<file path="config.mk">
export PLATFORM = sky130hd
export DESIGN_NAME = inst_fetch_queue
export DESIGN_NICKNAME = d
export VERILOG_FILES = /design/src/rtl/inst_fetch_queue.sv
export SDC_FILE = /design/constraint.sdc
export NUM_CORES = 1
export LEC_CHECK = 0
export ABC_AREA = 1
export CAP_MARGIN = 40
export CORE_MARGIN = 2
export CORE_UTILIZATION = 55
export DETAILED_ROUTE_END_ITERATION = 7
export GPL_ROUTABILITY_DRIVEN = 1
export GPL_TIMING_DRIVEN = 0
export PLACE_DENSITY = 0.78
export SKIP_LAST_GASP = 1
export SLEW_MARGIN = 30
export SYNTH_ARGS = -nofsm -noshare
export SYNTH_HDL_FRONTEND = slang
export SYNTH_SLANG_ARGS = --single-unit
</file>
<file path="constraint.sdc">
create_clock -name clk -period 12.34 [get_ports clk]
set_clock_uncertainty 0.1 [all_clocks]
set_input_delay 3.085 -clock clk [delete_from_list [all_inputs] [get_ports clk]]
set_output_delay 3.085 -clock clk [all_outputs]
set_load 0.1 [all_outputs]
</file>
<file path="src/rtl/inst_fetch_queue.sv">
// -----------------------------------------------------------------------------
// inst_fetch_queue
//
// Instruction fetch stage with a small prefetch FIFO. Owns the fetch PC,
// presents one word-aligned address per cycle to a combinational instruction
// memory, buffers up to DEPTH fetched words (each tagged with its PC) and hands
// them to decode over a valid/ready handshake. A redirect flushes everything
// and restarts fetch at the new PC.
//
// Parameters:
//   DEPTH     queue entries, power of two, >= 2
//   RESET_PC  first fetch address after reset, word aligned
//
// Ports:
//   clk          clock, all state updates on the rising edge
//   reset        synchronous, active-high reset
//   imem_addr    byte address to instruction memory (always the fetch PC)
//   imem_rdata   instruction word at imem_addr, valid in the same cycle
//   imem_stall   high = imem_rdata not valid this cycle, nothing is fetched
//   redirect     flush the queue and restart fetch at redirect_pc
//   redirect_pc  new fetch address, bits [1:0] ignored
//   inst_valid   head entry present
//   inst_ready   consumer accepts the head entry this cycle
//   inst         head instruction word
//   inst_pc      PC of the head instruction
//   count        current occupancy, 0..DEPTH
//
// Optional feature (macro FETCHQ_PERF_EN):
//   perf_fetched  32-bit wrapping count of words pushed into the queue
//   perf_stall    32-bit wrapping count of cycles with imem_stall high
//   perf_flush    32-bit wrapping count of redirect cycles
//   All three are cleared by reset. Without the macro they do not exist.
// -----------------------------------------------------------------------------
module inst_fetch_queue #(
    parameter int          DEPTH    = 4,
    parameter logic [31:0] RESET_PC = 32'h0000_0000
) (
    input  logic                  clk,
    input  logic                  reset,
    output logic [31:0]           imem_addr,
    input  logic [31:0]           imem_rdata,
    input  logic                  imem_stall,
    input  logic                  redirect,
    input  logic [31:0]           redirect_pc,
    output logic                  inst_valid,
    input  logic                  inst_ready,
    output logic [31:0]           inst,
    output logic [31:0]           inst_pc,
    output logic [$clog2(DEPTH):0] count
`ifdef FETCHQ_PERF_EN
    ,
    output logic [31:0]           perf_fetched,
    output logic [31:0]           perf_stall,
    output logic [31:0]           perf_flush
`endif
);

    localparam int PTR_W = $clog2(DEPTH);
    localparam int CNT_W = PTR_W + 1;

    // Fetch PC and queue bookkeeping
    logic [31:0]      fetch_pc;
    logic [PTR_W-1:0] head_ptr;
    logic [PTR_W-1:0] tail_ptr;

    // Entry storage, split into word and PC arrays indexed by the same pointer
    logic [31:0]      word_mem [DEPTH];
    logic [31:0]      pc_mem   [DEPTH];

    // Last head value shown to the consumer, presented while the queue is empty
    logic [31:0]      hold_inst;
    logic [31:0]      hold_pc;

    logic             full;
    logic             push;
    logic             pop;
    logic [CNT_W-1:0] push_ext;
    logic [CNT_W-1:0] pop_ext;

    // The low address bits of a redirect target are dropped on purpose;
    // fetch is always word aligned.
    logic             unused_redirect_lsbs;
    assign unused_redirect_lsbs = ^redirect_pc[1:0];

    assign imem_addr = fetch_pc;

    // Handshake decode. A redirect cancels both sides: the consumer's accept
    // in that cycle is ignored and nothing is fetched. When full, a fetch is
    // only taken if the head is leaving in the same cycle.
    always_comb begin
        full       = (count == CNT_W'(DEPTH));
        inst_valid = (count != '0);
        pop        = inst_valid & inst_ready & ~redirect;
        push       = ~reset & ~redirect & ~imem_stall & (~full | pop);
        push_ext   = {{(CNT_W-1){1'b0}}, push};
        pop_ext    = {{(CNT_W-1){1'b0}}, pop};
    end

    // Head presentation. With no entry present the outputs fall back to the
    // last head value so they never go undefined once reset has been applied.
    always_comb begin
        if (inst_valid) begin
            inst    = word_mem[head_ptr];
            inst_pc = pc_mem[head_ptr];
        end else begin
            inst    = hold_inst;
            inst_pc = hold_pc;
        end
    end

    // Fetch PC, pointers and occupancy. Reset beats redirect, redirect beats
    // the normal push/pop update. Pointers wrap naturally since DEPTH is a
    // power of two; the PC add wraps modulo 2^32.
    always_ff @(posedge clk) begin
        if (reset) begin
            fetch_pc <= RESET_PC;
            head_ptr <= '0;
            tail_ptr <= '0;
            count    <= '0;
        end else if (redirect) begin
            fetch_pc <= {redirect_pc[31:2], 2'b00};
            head_ptr <= '0;
            tail_ptr <= '0;
            count    <= '0;
        end else begin
            if (push) begin
                fetch_pc <= fetch_pc + 32'd4;
                tail_ptr <= tail_ptr + PTR_W'(1);
            end
            if (pop) begin
                head_ptr <= head_ptr + PTR_W'(1);
            end
            count <= count + push_ext - pop_ext;
        end
    end

    // Entry write at the tail. Push already excludes reset and redirect, so
    // the storage itself needs no reset.
    always_ff @(posedge clk) begin
        if (push) begin
            word_mem[tail_ptr] <= imem_rdata;
            pc_mem[tail_ptr]   <= fetch_pc;
        end
    end

    // Track what the consumer currently sees so it can be held once the
    // queue runs dry or is flushed.
    always_ff @(posedge clk) begin
        if (reset) begin
            hold_inst <= '0;
            hold_pc   <= '0;
        end else if (inst_valid) begin
            hold_inst <= word_mem[head_ptr];
            hold_pc   <= pc_mem[head_ptr];
        end
    end

`ifdef FETCHQ_PERF_EN
    // Performance counters, free-running and wrapping on overflow
    always_ff @(posedge clk) begin
        if (reset) begin
            perf_fetched <= '0;
            perf_stall   <= '0;
            perf_flush   <= '0;
        end else begin
            perf_fetched <= perf_fetched + 32'(push);
            perf_stall   <= perf_stall + 32'(imem_stall);
            perf_flush   <= perf_flush + 32'(redirect);
        end
    end
`endif

endmodule

</file>
==> results.md <==
- Cells on worst reg2reg path: 11
- DRC errors left: 0
- Reg-to-reg slack, setup: 9.39 ns
- Reg clk slew, reported paths: about 0.06 ns
- Hold path start: hold_pc[0]$_SDFF_PP0_
- RSZ-0062 raised after global routing: false
- Pleak: 7.38 nW
- Via count: 11,800
- Via density: 5.56
- Area Growth Syn to Fin: 34.5%
- Seq/Total Area, Yosys: 0.656
- Grt ovf: 0
- Initial Util: 0.558
- Setup TNS Final: 0 ns
- Synth warn: 0
- Core area: ~26,000 µm²
- Internal power: 1.99 mW
- Clk network pwr share: 0.378
- Critical R2R Launch: count[1]$_SDFF_PP0_
- Met1 GRT Util: 0.363
- Vias in the first global route: 11,600
- Setup-failing EPs final: 0
- CTS sink cnt: 351
- Die Y-Extent: 166 µm
- CP Capture Type: output pin
- Setup ws final: 6.05 ns
- Slew @ Worst Pin: 0.850 ns
- IR drop worst, VDD: 0.0995 mV
- Seq pwr share: 0.489
- Worst min-delay path class: register to register
- Hold Path Sink: hold_pc[0]$_SDFF_PP0_
- Crit Path Category: register to output pin
- Slew Limit Fails: 0
- Startpoint types: register
- Num CTS Buffers: 35
- Final worst path period need: 6.29 ns
- # hold bufs at CTS: 0
- Sw Ratio: 0.255
- Post-placement setup slack: 6.68 ns
- Die ar.: 27,700 µm²
- Tot GR Track Use: 0.280
- Fin crit share: 0.510
- Placer Congestion: 0.881
- Met2 usage: 0.478
- Worst-path fanout max: 10
- Library cells used by synthesis: 35
- Fmax achieved: 0.159 GHz
- Share of cells above drive strength 1: 0.140
- M3 GR Usage: 0.0398
- Worst skew pair latency: 0.51 ns
- Non-filler instance count after layout: 2,126
- Post-CTS Setup Repair Bufs: 0
- Largest net degree at the start of global routing: 22
- Num rows: 59
- Comb pwr share: 0.133
- Hold Path Stages: 2
- Yosys reg bits: 351
- CTS resizes: 0
- GRT busiest layer: met2
- Mapped Area: around 14,000 µm²
- Post-route ant nets: 0
- CTS tree: done
- Critical path arrival: 3.11 ns
- H-tree depth: 2
- Mapped Cells: 1,455
- First-pass GRT wire length: between 60 and 70 mm
- Status: finished clean
- R2r endpoint: count[2]$_SDFF_PP0_
- Nets: 1,843
- Placed insts: 2,064
- Power per cell area: ~140 nW/µm²
- Slew headroom: 0.433
- Initial DRC Count: 1,240
- # fillers: 1,610
- Die width: 166 µm
- Mean Syn Cell Area: approximately 10 µm²
- Routed length per instance: 18.5 µm
- Initial antenna violation count: 0
- Area post-placement: 18,400 µm²
- Critical Path RT: 9.15 ns
- Switching power: 681 µW
- DP HPWL: 26.4 mm
- Root Driver: clkbuf_16
- Port Buffers: 162
- Drt first pass iters: 5
- Antenna diodes: 0
- Max Root-Sink Buffers: 3
- Max-cap violations: 0
- WL final: 39.3 mm
- Hold Fails Final Rpt: 0
- IO Pins: 169
- Final hold slack: 0.344 ns
- Design area: 19,500 µm²
[worst max path at each step]
stage / startpoint / endpoint / slack, ns / cells after the start
finish: count[1]$_SDFF_PP0_ / inst[18] / 6.05 / 10
global route: count[1]$_SDFF_PP0_ / inst[12] / 5.96 / 10
CTS: count[1]$_SDFF_PP0_ / inst[19] / 6.06 / 10
detailed placement: count[1]$_SDFF_PP0_ / inst[19] / 6.68 / 10
global placement: inst_ready / word_mem[3][9]$_DFFE_PP_ / 2.98 / 7
floorplan: redirect / pc_mem[0][10]$_DFFE_PP_ / 5.37 / 8
[registers in the layout, summed over array words and instances, names as in the netlist, named ones only]
name       cells
count          3
pc_mem       120
hold_pc       32
tail_ptr       2
imem_addr     30
hold_inst     32
word_mem     128
head_ptr       2
[cells by family (layout without fill, tap and decap cells)]
logic type / after synthesis / in the layout / synth area share
DFF: 351 / 351 / 0.656
and+or+nand+nor: 647 / 647 / 0.182
other: 1 / 2 / 0.000259
AOI/OAI and AO/OA: 294 / 294 / 0.105
adders and majority gates: 8 / 8 / 0.00742
buffers and inverters: 148 / 483 / 0.0461
xor gates and xnor gates: 6 / 6 / 0.00363
[cells in the final DEF (no fill, tap or decap), drive strengths merged]
master           n
conb             2
a21boi           3
nand3b           1
dfxtp          103
a21oi           93
nor2           241
ha               7
and2             2
buf            155
bufinv           2
xor2             3
clkbuf          79
nand4            1
a31oi            3
or2              1
clkinv          12
nor3             3
nand3           69
inv             72
o21ai          190
clkinvlp         2
edfxtp         248
o21bai           5
xnor2            3
fa               1
nand2          329
clkdlybuf4s50  161
[through the flow]
| stage | utilization | total power, mW |
|---|---|---|
| global route | 0.750 | 2.74 |
| detailed placement | 0.709 | 1.69 |
| finish | 0.750 | 2.67 |
| floorplan | - | 1.53 |
| CTS | 0.750 | 2.68 |
| global placement | 0.637 | 1.62 |
[power groups by stage]
| stage | clock network [mW] | registers [mW] | logic [mW] |
|---|---|---|---|
| after floorplan | 0 | 1.37 | 0.160 |
| after global placement | 0 | 1.33 | 0.285 |
| after detailed placement | 0 | 1.33 | 0.354 |
| after CTS | 1.01 | 1.31 | 0.356 |
| after global routing | 1.06 | 1.31 | 0.372 |
| final | 1.01 | 1.31 | 0.356 |
[final cells by class]
type / count / area [µm²] / share of cell area
Multi-Input combinational cell: 957 / 4350 / 0.223
Timing Repair Buffer: 273 / 3460 / 0.178
Clock inverter: 17 / 138 / 0.00706
Buffer: 77 / 397 / 0.0203
Tap cell: 335 / 419 / 0.0215
Sequential cell: 351 / 9510 / 0.488
Clock buffer: 45 / 943 / 0.0484
Inverter: 71 / 272 / 0.0139
[cell usage after synthesis (all sizes together)]
| master | number | area [µm²] |
|---|---|---|
| a21boi | 3 | 22.5 |
| a21oi | 93 | 488 |
| a31oi | 3 | 18.8 |
| and2 | 2 | 12.5 |
| buf | 43 | 269 |
| clkbuf | 34 | 128 |
| conb | 1 | 3.75 |
| dfxtp | 103 | 2060 |
| edfxtp | 248 | 7450 |
| fa | 1 | 20.0 |
| ha | 7 | 87.6 |
| inv | 71 | 272 |
| nand2 | 329 | 1250 |
| nand3 | 69 | 355 |
| nand3b | 1 | 7.51 |
| nand4 | 1 | 6.26 |
| nor2 | 241 | 982 |
| nor3 | 3 | 15.0 |
| o21ai | 190 | 951 |
| o21bai | 5 | 37.5 |
| or2 | 1 | 6.26 |
| xnor2 | 3 | 26.3 |
| xor2 | 3 | 26.3 |
[critical path, cell delays in order, from the launching register on]
cell and delay (ns):
dfxtp_1 0.37, nor2_1 0.25, inv_2 0.08, nor2_4 0.44
inv_2 0.13, buf_2 0.24, buf_2 0.23, nand2_1 0.15
nand2_1 0.07, clkdlybuf4s50_1 0.45, buf_8 0.19
[per-layer routing]
layer	vias up	wire (µm)	part of all wire
met5	-	0	0
met4	0	1390	0.035
met3	110	3270	0.083
met2	596	19300	0.49
met1	5586	15300	0.39
li1	5538	-	-
(Power assumes the default switching activity.)
